==> src/rtl/block_sync_rx.sv <==
// Receive block-lock controller for the 64b/66b PCS: hunts for sync-header alignment
// by slipping the gearbox, holds lock while headers stay valid, forwards locked blocks.
module block_sync_rx #(
    parameter int HEAD_W         = 2,
    parameter int DATA_W         = 64,
    parameter int SH_CNT_MAX     = 64,
    parameter int SH_INVALID_MAX = 16
) (
    input  logic              clk,
    input  logic              nreset,
    input  logic              signal_v_i,
    input  logic              valid_i,
    input  logic [HEAD_W-1:0] head_i,
    input  logic [DATA_W-1:0] data_i,
    output logic              slip_v_o,
    output logic              lock_v_o,
    output logic              valid_o,
    output logic [HEAD_W-1:0] head_o,
    output logic [DATA_W-1:0] data_o
);

    localparam int CNT_W = $clog2(SH_CNT_MAX + 1);
    localparam int INV_W = $clog2(SH_INVALID_MAX + 1);
    localparam logic [CNT_W-1:0] CNT_END = CNT_W'(SH_CNT_MAX);
    localparam logic [INV_W-1:0] INV_END = INV_W'(SH_INVALID_MAX);

    typedef enum logic [1:0] {
        INIT     = 2'd0,
        UNLOCKED = 2'd1,
        LOCKED   = 2'd2,
        SLIP     = 2'd3
    } state_t;

    state_t           state, state_nxt;
    logic [CNT_W-1:0] sh_cnt, sh_cnt_nxt, sh_cnt_inc;
    logic [INV_W-1:0] sh_inv_cnt, sh_inv_cnt_nxt, sh_inv_cnt_inc;
    logic             hdr_ok;
    logic             hdr_count;

    assign hdr_ok         = head_i[1] ^ head_i[0];
    // The header seen during a slip still has the old alignment, so it never counts.
    assign hdr_count      = valid_i && (state == UNLOCKED || state == LOCKED) && !slip_v_o;
    assign sh_cnt_inc     = sh_cnt + 1'b1;
    assign sh_inv_cnt_inc = sh_inv_cnt + {{(INV_W-1){1'b0}}, ~hdr_ok};

    // NOTE: state uses non-blocking assignments so every flop samples pre-edge values.
    always_ff @(posedge clk) begin
        if (!nreset) begin
            state      <= INIT;
            sh_cnt     <= '0;
            sh_inv_cnt <= '0;
        end else begin
            state      <= state_nxt;
            sh_cnt     <= sh_cnt_nxt;
            sh_inv_cnt <= sh_inv_cnt_nxt;
        end
    end

    // NOTE: every output gets a default first so no path can infer a latch.
    always_comb begin
        state_nxt      = state;
        sh_cnt_nxt     = sh_cnt;
        sh_inv_cnt_nxt = sh_inv_cnt;
        if (!signal_v_i) begin
            state_nxt      = INIT;
            sh_cnt_nxt     = '0;
            sh_inv_cnt_nxt = '0;
        end else begin
            unique case (state)
                INIT: begin
                    state_nxt      = UNLOCKED;
                    sh_cnt_nxt     = '0;
                    sh_inv_cnt_nxt = '0;
                end
                UNLOCKED: begin
                    if (hdr_count) begin
                        if (!hdr_ok) begin
                            state_nxt  = SLIP;
                            sh_cnt_nxt = '0;
                        end else if (sh_cnt_inc == CNT_END) begin
                            state_nxt  = LOCKED;
                            sh_cnt_nxt = '0;
                        end else begin
                            sh_cnt_nxt = sh_cnt_inc;
                        end
                        sh_inv_cnt_nxt = '0;
                    end
                end
                LOCKED: begin
                    if (hdr_count) begin
                        // Losing lock wins over a window that ends on the same header.
                        if (sh_inv_cnt_inc == INV_END) begin
                            state_nxt      = SLIP;
                            sh_cnt_nxt     = '0;
                            sh_inv_cnt_nxt = '0;
                        end else if (sh_cnt_inc == CNT_END) begin
                            sh_cnt_nxt     = '0;
                            sh_inv_cnt_nxt = '0;
                        end else begin
                            sh_cnt_nxt     = sh_cnt_inc;
                            sh_inv_cnt_nxt = sh_inv_cnt_inc;
                        end
                    end
                end
                SLIP: begin
                    state_nxt      = UNLOCKED;
                    sh_cnt_nxt     = '0;
                    sh_inv_cnt_nxt = '0;
                end
                default: begin
                    state_nxt      = INIT;
                    sh_cnt_nxt     = '0;
                    sh_inv_cnt_nxt = '0;
                end
            endcase
        end
    end

    always_comb begin
        lock_v_o = (state == LOCKED);
        slip_v_o = (state == SLIP);
    end

    always_ff @(posedge clk) begin
        if (!nreset) begin
            valid_o <= 1'b0;
        end else begin
            valid_o <= valid_i & lock_v_o;
        end
    end

    // NOTE: payload flops carry no reset; they are qualified by valid_o downstream.
    always_ff @(posedge clk) begin
        head_o <= head_i;
        data_o <= data_i;
    end

endmodule

==> config.mk <==
export PLATFORM = sky130hd
export DESIGN_NAME = block_sync_rx
export DESIGN_NICKNAME = d
export VERILOG_FILES = /design/src/rtl/block_sync_rx.sv
export SDC_FILE = /design/constraint.sdc
export NUM_CORES = 1
export LEC_CHECK = 0
export ABC_AREA = 1
export CORE_UTILIZATION = 37
export DETAILED_ROUTE_END_ITERATION = 8
export HOLD_SLACK_MARGIN = 0.03
export PLACE_DENSITY = 0.87
export SYNTH_ARGS = -nofsm -noshare
export SYNTH_HDL_FRONTEND = slang
export SYNTH_SLANG_ARGS = --single-unit
==> constraint.sdc <==
create_clock -name clk -period 2.7 [get_ports clk]
set_input_delay 0.54 -clock clk [delete_from_list [all_inputs] [get_ports clk]]
set_output_delay 0.54 -clock clk [all_outputs]
set_load 0.02 [all_outputs]
## Yosys cells after proc, flatten, opt, wreduce, memory -nomap -nowiden

Cells that the tools add are included.

- Flip-flop bits (word level): 81
- Word-level logic and storage cells: 46
- Output and inout bits: 69

- Eq/ne operators: 9
- Add/subtract/negate cells: 2
- Muxes and demuxes: 17
- Reductions and logical operators: 9
- Bitwise operators: 3

Operator list:

| kind | number |
|---|---|
| two-way mux 7 bit | 5 |
| one-hot mux 7 bit (3 select lines) | 1 |
| two-way mux 5 bit | 4 |
| one-hot mux 5 bit (3 select lines) | 1 |
| two-way mux 2 bit | 5 |
| adder 7 x 1 -> 7 bit (second input constant) | 1 |
| equality test 7 bit (second input constant) | 1 |
| one-hot mux 2 bit (3 select lines) | 1 |
| adder 5 x 1 -> 5 bit | 1 |
| equality test 5 bit (second input constant) | 1 |
| equality test 2 bit (second input constant) | 2 |
| != test 2 x 1 -> 1 bit (second input constant) | 2 |
| AND reduction 2 bit | 2 |
| AND reduction 4 bit | 1 |
| != test 3 x 2 -> 1 bit (second input constant) | 1 |
| equality test 2 x 1 -> 1 bit (second input constant) | 1 |
| logical AND 1 bit | 2 |
| logical NOT 2 bit | 1 |
| != test 2 bit (second input constant) | 1 |
| OR reduction 2 bit | 1 |
| AND 1 bit | 1 |
| logical NOT 1 bit | 1 |
| logical OR 1 bit | 1 |
| inverter 1 bit | 1 |
| bitwise XOR 1 bit | 1 |

## Longest topological paths before layout

Gate-level depths: netlist of run 1.

- Depth in word-level cells: 7
- Gate-level depth with buffers: 14
- Depth with buffers taken out: 14

## Worst setup path after synthesis of run 1

No wires, ideal clock.

- Path type: input -> register
- Start: input port head_i[1]
- End: register sh_cnt[1]
- Arrival: 2038 ps
- Setup time: 110 ps
- Data required time: 2590 ps
- Stages on the path: 13
- Slack: 551 ps
- Cell sequence: xor2_1 > inv_1 > ha_1 > ha_1 > or2_1 > a21oi_1 > nand3_2 > nand3_1 > nand2_2 > nand2_1 > nand2_1 > nand3_1 > inv_1

- Cells in the longest elaborated chain, start to end: 7
- Elaborated cells between the ends (all ways): 9
- Those cells by class: add/sub: 1; eq/ne: 1; mux: 5; bitwise: 2

RTL lines:

| what | RTL line | source |
|---|---|---|
| start: declaration | 13 | `input logic [HEAD_W-1:0] head_i,` |
| bitwise XOR 1 bit (*) | 40 | `assign hdr_ok = head_i[1] ^ head_i[0];` |
| inverter 1 bit | 44 | `assign sh_inv_cnt_inc = sh_inv_cnt + {{(INV_W-1){1'b0}}, ~hdr_ok};` |
| adder 5 x 1 -> 5 bit | 44 |  |
| equality test 5 bit | 92 | `if (sh_inv_cnt_inc == INV_END) begin` |
| two-way mux 7 bit | 92 |  |
| two-way mux 7 bit | 90 | `if (hdr_count) begin` |
| one-hot mux 7 bit (3 select lines) (*) | 69 | `unique case (state)` |
| end signal: assignment | 54 | `sh_cnt <= sh_cnt_nxt;` |
| end: declaration | 35 | `logic [CNT_W-1:0] sh_cnt, sh_cnt_nxt, sh_cnt_inc;` |

Every way passes the cells marked *; elsewhere a longest branch is shown, timed or not. The select of a mux whose other input is x is not followed.
A chain may end at the register's enable or synchronous reset.

## Worst setup path in the final report of run 1

Ends and elaborated chain as after synthesis.

==> results of run 1 <==
## area by class of cell
class,instances,area (um2)
inverters,31,116.4
well taps,75,93.84
clock inverters,4,30.03
repair buffers,140,1396
fillers,424,2032
flip-flops and latches,81,1622
clock buffers,11,141.4
multi-input cells,117,629.4
## logic make-up after synthesis
group           count (synthesis)
buf+inv                        33
simple gates                   94
compound gates                 14
fa+ha+maj                       7
flops                          81
xor+xnor                        2
## worst paths after layout
| kind | to | startpoint | depth (start not counted) |
|---|---|---|---|
| worst max-delay path | sh_cnt[1]$_SDFFE_PN0P_ | head_i[1] | 14 |
| worst min register to register | sh_inv_cnt[0]$_SDFFE_PN0P_ | sh_inv_cnt[0]$_SDFFE_PN0P_ | 2 |
| worst min-delay path | sh_inv_cnt[0]$_SDFFE_PN0P_ | sh_inv_cnt[0]$_SDFFE_PN0P_ | 2 |
| worst max register to register | state[1]$_SDFFE_PN0P_ | state[0]$_SDFFE_PN0P_ | 10 |
## routing by layer
metal  up-vias  wire length [um]
li1       1015                 -
met3        25               614
met5         -                 0
met4         0               351
met2        90              4111
met1       942              2566
## power by group through the flow
stage / sequential, uW / clock (uW) / combinational [uW]
floorplan: 1380 / 0 / 132
global placement: 1310 / 0 / 436
detailed placement: 1320 / 0 / 446
CTS: 1290 / 792 / 455
global route: 1300 / 852 / 477
finish: 1290 / 779 / 453
## state kept, by name, summed over array words and instances, names as in the netlist
name and cells:
state 2, valid_o 1, sh_inv_cnt 5, head_o 2
data_o 64, sh_cnt 7
## cells in the final DEF (no fill, tap or decap)
cell type | Yosys | routed
xor2_1 | 2 | 2
nand4_1 | 7 | 7
inv_2 | 1 | 1
nand3_1 | 16 | 16
dfxtp_1 | 81 | 81
a21oi_1 | 10 | 10
buf_4 | 0 | 2
inv_1 | 30 | 30
clkinv_4 | 0 | 2
nor2_1 | 10 | 10
a21oi_4 | 1 | 1
ha_1 | 7 | 7
clkbuf_1 | 0 | 1
nand3_2 | 1 | 1
clkdlybuf4s50_1 | 0 | 138
or2_2 | 2 | 2
nand3b_1 | 1 | 1
clkinvlp_4 | 0 | 1
clkbuf_8 | 0 | 10
nand2_1 | 46 | 46
or2_1 | 1 | 1
o21ai_0 | 3 | 3
nand2_4 | 2 | 2
nand2_2 | 4 | 4
clkinv_2 | 0 | 1
nor2_2 | 4 | 4
## stage by stage
step / hold slack, ns / setup WS (ns) / utilization / instance area (um2) / setup TNS, ns
after floorplan: 0.4497 / 0.5514 / - / 2384 / 0
after global placement: 0.4600 / -0.03169 / 0.6365 / 3857 / -0.1091
after detailed placement: 0.4702 / -0.09206 / 0.6365 / 3857 / -0.4732
after CTS: 0.4819 / 0.2654 / 0.6647 / 4029 / 0
after global routing: 0.4937 / 0.05022 / 0.6647 / 4029 / 0
final: 0.4797 / 0.2734 / 0.6647 / 4029 / 0
## worst min-delay path, stage by stage, from the launching register on
cell	delay, ns
dfxtp_1	0.32
nand2_1	0.06
a21oi_1	0.05
==> impl_results.md, run 1 <==
- Logic pwr share: 0.179
- Avg Inst Size Synth: 10.32 um2
- CTS tree: done
- Multiplexer area fraction after synthesis: 0
- Die H: 82.26 um
- Starting density of the core: 0.3933
- CP arrival: 2.66 ns
- # Max-Cap Violations: 0
- Leak pwr: 0.001721 uW
- Largest net degree at the start of global routing: 17
- Routed WL per cell: 16.65 um
- GRT busiest layer: met2
- CTS max path bufs: 2
- Post-synthesis compound-gate area fraction: 0.03412
- Yosys synthesis warning count: 0
- Number of global-route vias before repair: 2,205
- Sequential-to-total area share from yosys stat: 0.6803
- Routed WL: 7644 um
- Top Family by Delay on Critical Path: simple AND/OR/NAND/NOR gates
- Met3 Use GR: 0.09451
- Hold Crit Class: register to register
- Final hold vios: 0
- Mapped Nets: 308
- RePlAce Congestion: 0.8046
- Ports: 139
- Die Span X: 82.26 um
- DR pass1 iterations: 4
- Final Non-Filler Cells: 459
- Synth top area share: 0.6803
- Crit-path cells: clkdlybuf4s50_1 -> xor2_1 -> inv_1 -> ha_1 -> ha_1 -> or2_1 -> a21oi_1 -> nand3_2 -> nand3_1 -> nand2_2 -> nand2_1 -> nand2_1 -> nand3_1 -> inv_1
- CTS Hold Bufs: 0
- Total GRT Usage: 0.2393
- Sw Share: 0.2690
- Total global routing overflow: 0
- Req. time, crit path: 2.94 ns
- Largest fanout on the critical path: 7
- Nets: 457
- Synth cell types: 21
- Placed cells: 444
- Worst-Margin Slew: 0.4725 ns
- DRT iter0 DRCs: 106
- DR vias: 2,072
- Slowest CP cell: clkdlybuf4s50_1
- Post-Synth XOR/XNOR Area: 0.007349
- Outcome: finished, final reports clean
- Core Region: 6061 um2
- Fraction of layout cells with a size suffix above 1: 0.08073
- Pwr dens: 626.2 nW/um2
- Die area: 6767 um2
- Dpl hpwl: 5445 um
- Number of synthesized register bits: 81
- GRT met2 Usage: 0.4273
- Site Rows: 28
- CTS buffer count: 9
- Residual DRC: 0
- Peak VDD IR: 0.5187 mV
- Fmax: 412.1 MHz
- Fin crit share: 0.8987
- Synth area leader: dfxtp_1
- Clock Power Share: 0.309
- CP Class: input port to register
- P_int: 1844 uW
- Reg clk slew, reported paths: 0.08 ns
- Worst Path Buf+Inv: 3
- # setup viols final: 0
- Vias per inst: 4.514
- RSZ-0062 raised after global routing: no
- Main flop type after synthesis: dfxtp_1
- Clock sink count: 81
- Synthesized-area fraction occupied by and/or/nand/nor cells: 0.1858
- Reg2reg setup slack: 0.63 ns
- Switching power: 678.6 uW
- First-pass GRT wire length: 11,240 um
- Initial antenna violation count: 0
- Post-layout min period: 2.427 ns
- CTS H-tree lvls: 3
- Post-Synthesis Cells: 231
- Cts repair resizes: 0
- Post-synth EDFFs: 0
- Slowest stage delay, CP: 0.50 ns
- Relative slew slack: 0.6843
- Post-Syn Area: 2384 um2
- Clock Root Buffer: clkbuf_8
- Clock Skew: 0.005655 ns
- PortBufs: 138
- Grt met1 use: 0.2273
- Largest cells by area after synthesis: dfxtp_1, nand2_1, inv_1
- Area added between synthesis and finish: 69.03%
- Reg power frac: 0.512
- Pwr Total: 2523 uW
- Largest family of logic cells by synthesized area: simple AND/OR/NAND/NOR gates
- Insertion delay to the later sink of the worst-skew pair: 0.34 ns
- Synth Area in Adders: 0.03675
- Critical Path Source Type: input port
- Asr flop ratio synth: 0
- Max-slew violations: 0
- Post-CTS setup buffers: 0
- Count leader, synth: dfxtp_1
- Ant diodes: 0
- Synth cell count leaders: dfxtp_1, nand2_1, inv_1
- CP Capture Type: register
- DRT antenna net count: 0
Note: power is estimated with default switching activity, not from simulation.
==> inputs of run 2 (changes only) <==
clock period = 2.5 ns   (was 2.7 ns; I/O delays follow)
==> run 2 against run 1 <==
Against the previous run: worst hold slack improved by 0.015 ns; utilization increased by 0.89 points; power increased by 13%; sequential share of layout area decreased by 0.53 points; design area increased by 1.3%; combinational power increased by 11%; flip-flop and latch count unchanged; die area unchanged; via count increased by 1.7%; critical path depth unchanged; global-route usage increased by 0.25 points; critical endpoint is now sh_cnt[3]$_SDFFE_PN0P_; largest cell class unchanged.
==> impl_results.md, run 2 (synthesis gave the netlist of run 1 again) <==
- CP Class: input port to register (unchanged)
- Sw Share: 0.2591 (was 0.2690)
- CTS max path bufs: 2 (unchanged)
- Initial antenna violation count: 0 (unchanged)
- Largest net degree at the start of global routing: 14 (was 17)
- Peak VDD IR: 0.5022 mV (was 0.5187 mV)
- Req. time, crit path: 2.75 ns (was 2.94 ns)
- Fraction of layout cells with a size suffix above 1: 0.09326 (was 0.08073)
- CTS buffer count: 9 (unchanged)
- Clock Root Buffer: clkbuf_8 (unchanged)
- Switching power: 735.8 uW (was 678.6 uW)
- Sum Neg Setup Slack: 0 ns (unchanged)
- Outcome: finished, final reports clean (unchanged)
- Routed WL: 7651 um (was 7644 um)
- DR vias: 2,108 (was 2,072)
- Site Rows: 28 (unchanged)
- Final hold vios: 0 (unchanged)
- First-pass GRT wire length: 11,310 um (was 11,240 um)
- Fillers: 424 (unchanged)
- Worst reg2reg path endpoint: sh_cnt[2]$_SDFFE_PN0P_ (was state[1]$_SDFFE_PN0P_)
- DRT iter0 DRCs: 60 (was 106)
- Routed WL per cell: 16.60 um (was 16.65 um)
- # Max-Cap Violations: 0 (unchanged)
- Die Span X: 82.26 um (unchanged)
- FF-to-FF Start: state[0]$_SDFFE_PN0P_ (unchanged)
- Largest register FFs: 64 (unchanged)
- Slowest CP cell: clkdlybuf4s50_1 (unchanged)
- Largest regs: data_o (64), sh_cnt (7), sh_inv_cnt (5) (unchanged)
- Post-layout min period: 2.328 ns
- Critical Path Sink: sh_cnt[3]$_SDFFE_PN0P_ (was sh_cnt[1]$_SDFFE_PN0P_)
- Slowest stage delay, CP: 0.49 ns (was 0.50 ns)
- Reg2reg setup slack: 0.60 ns (was 0.63 ns)
- RePlAce Congestion: 0.8113 (was 0.8046)
- CTS Hold Bufs: 0 (unchanged)
- WHS: 0.4943 ns (was 0.4797 ns)
- CP Capture Type: register (unchanged)
- Ports: 139 (unchanged)
- Register area: 1622 um2 (unchanged)
- Reg clk slew, reported paths: 0.08 ns (about the same)
- Clock sink count: 81 (unchanged)
- Total GRT Usage: 0.2419 (was 0.2393)
- Pwr dens: 695.7 nW/um2 (was 626.2 nW/um2)
- Die H: 82.26 um (unchanged)
- CP arrival: 2.58 ns (was 2.66 ns)
- Fmax: 429.6 MHz
- DR pass1 iterations: 4 (unchanged)
- Top reg by flops: data_o (unchanged)
- Multi-input logic area: 645.6 um2 (was 629.4 um2)
- P_int: 2104 uW (was 1844 uW)
- Worst setup path start: head_i[1] (unchanged)
- # setup viols final: 0 (unchanged)
- Reg power frac: 0.491 (was 0.512)
- Dpl hpwl: 5436 um (was 5445 um)
- Die area: 6767 um2 (unchanged)
- Ant diodes: 0 (unchanged)
- Place WS: -0.2565 ns (was -0.09206 ns)
- Vias per inst: 4.573 (was 4.514)
- Max-slew violations: 0 (unchanged)
- Starting density of the core: 0.3933 (unchanged)
- CTS H-tree lvls: 3 (unchanged)
- Largest fanout on the critical path: 7 (unchanged)
- Final Util: 0.6736 (was 0.6647)
- Number of global-route vias before repair: 2,158 (was 2,205)
- Commonest non-fill, non-tap cell in the layout: clkdlybuf4s50_1 (unchanged)
- Crit-path cells: clkdlybuf4s50_1 -> xor2_1 -> inv_1 -> ha_2 -> ha_1 -> or2_1 -> a21oi_2 -> nand3_2 -> nand3_2 -> nand2_4 -> nand2_1 -> nand2_1 -> nand3_1 -> inv_1 (was clkdlybuf4s50_1 -> xor2_1 -> inv_1 -> ha_1 -> ha_1 -> or2_1 -> a21oi_1 -> nand3_2 -> nand3_1 -> nand2_2 -> nand2_1 -> nand2_1 -> nand3_1 -> inv_1)
- Worst-Margin Slew: 0.3557 ns (was 0.4725 ns)
- Fin crit share: 0.9311
- Leak pwr: 0.001744 uW (was 0.001721 uW)
- Pwr Total: 2840 uW (was 2523 uW)
- Hold Crit Class: register to register (unchanged)
- Relative slew slack: 0.7629 (was 0.6843)
- Worst setup slack after layout: 0.1723 ns (was 0.2734 ns)
- PortBufs: 138 (unchanged)
- DRT antenna net count: 0 (unchanged)
- Total global routing overflow: 0 (unchanged)
- R2R depth: 11 (was 10)
- Insertion delay to the later sink of the worst-skew pair: 0.34 ns (about the same)
- CTS tree: done (unchanged)
- Area added between synthesis and finish: 71.29% (was 69.03%)
- Critical Path Source Type: input port (unchanged)
- Nets: 459 (was 457)
- Core Region: 6061 um2 (unchanged)
- Residual DRC: 0 (unchanged)
- Logic pwr share: 0.177 (was 0.179)
- Clock Power Share: 0.333 (was 0.309)
- Clock Skew: 0.005951 ns (was 0.005655 ns)
- Commonest cells after routing, fill and taps aside: clkdlybuf4s50_1, dfxtp_1, nand2_1 (unchanged)
==> run 2: timing repair <==
action	in CTS	in global routing
buffers inserted	0	1
endpoints found under the setup margin	0	8
gates resized for setup	0	5
endpoints found under the hold margin	0	0
==> run 2: how the worst min path moves through the flow <==
stage,to,slack [ns],cells past startpoint,start
after floorplan,sh_inv_cnt[0]$_SDFFE_PN0P_,0.45,2,sh_inv_cnt[0]$_SDFFE_PN0P_
after global placement,sh_inv_cnt[0]$_SDFFE_PN0P_,0.46,2,sh_inv_cnt[0]$_SDFFE_PN0P_
after detailed placement,sh_cnt[6]$_SDFFE_PN0P_,0.49,2,sh_cnt[6]$_SDFFE_PN0P_
after CTS,sh_cnt[6]$_SDFFE_PN0P_,0.50,2,sh_cnt[6]$_SDFFE_PN0P_
after global routing,sh_cnt[6]$_SDFFE_PN0P_,0.53,2,sh_cnt[6]$_SDFFE_PN0P_
final,sh_cnt[6]$_SDFFE_PN0P_,0.49,2,sh_cnt[6]$_SDFFE_PN0P_
==> run 2: worst max-delay path, delay by kind of cell <==
kind                     cells  cell delay, ns
XOR/XNOR                     1            0.15
AND/OR/NAND/NOR              7            0.73
AO/OA/AOI/OAI                1            0.13
buffers and inverters        3            0.60
adder cells (fa/ha/maj)      2            0.47
==> run 2: power groups by stage <==
stage / combinational [uW] / clock [uW] / sequential [uW]
finish: 502 / 944 / 1390
global route: 534 / 1020 / 1400
CTS: 496 / 958 / 1390
detailed placement: 486 / 0 / 1420
global placement: 477 / 0 / 1420
floorplan: 143 / 0 / 1490
==> run 2: cell type report <==
| cell class | instances | share of cell area |
|---|---|---|
| Clock buffer | 11 | 0.03463 |
| Clock inverter | 4 | 0.01287 |
| Inverter | 31 | 0.02850 |
| Multi-Input combinational cell | 117 | 0.1581 |
| Sequential cell | 81 | 0.3972 |
| Tap cell | 75 | 0.02298 |
| Timing Repair Buffer | 142 | 0.3457 |
==> run 2: layer usage <==
metal,GRT usage,vias to the layer above,part of all wire
li1,-,1020,-
met1,0.2464,977,0.36
met2,0.4198,95,0.53
met3,0.1132,16,0.084
met4,0.1088,0,0.024
met5,0,-,0
==> run 2: metrics by stage <==
step                std cells  area [um2]
floorplan                 231        2384
global placement          445        3865
detailed placement        445        3865
CTS                       460        4059
global route              461        4083
finish                    461        4083
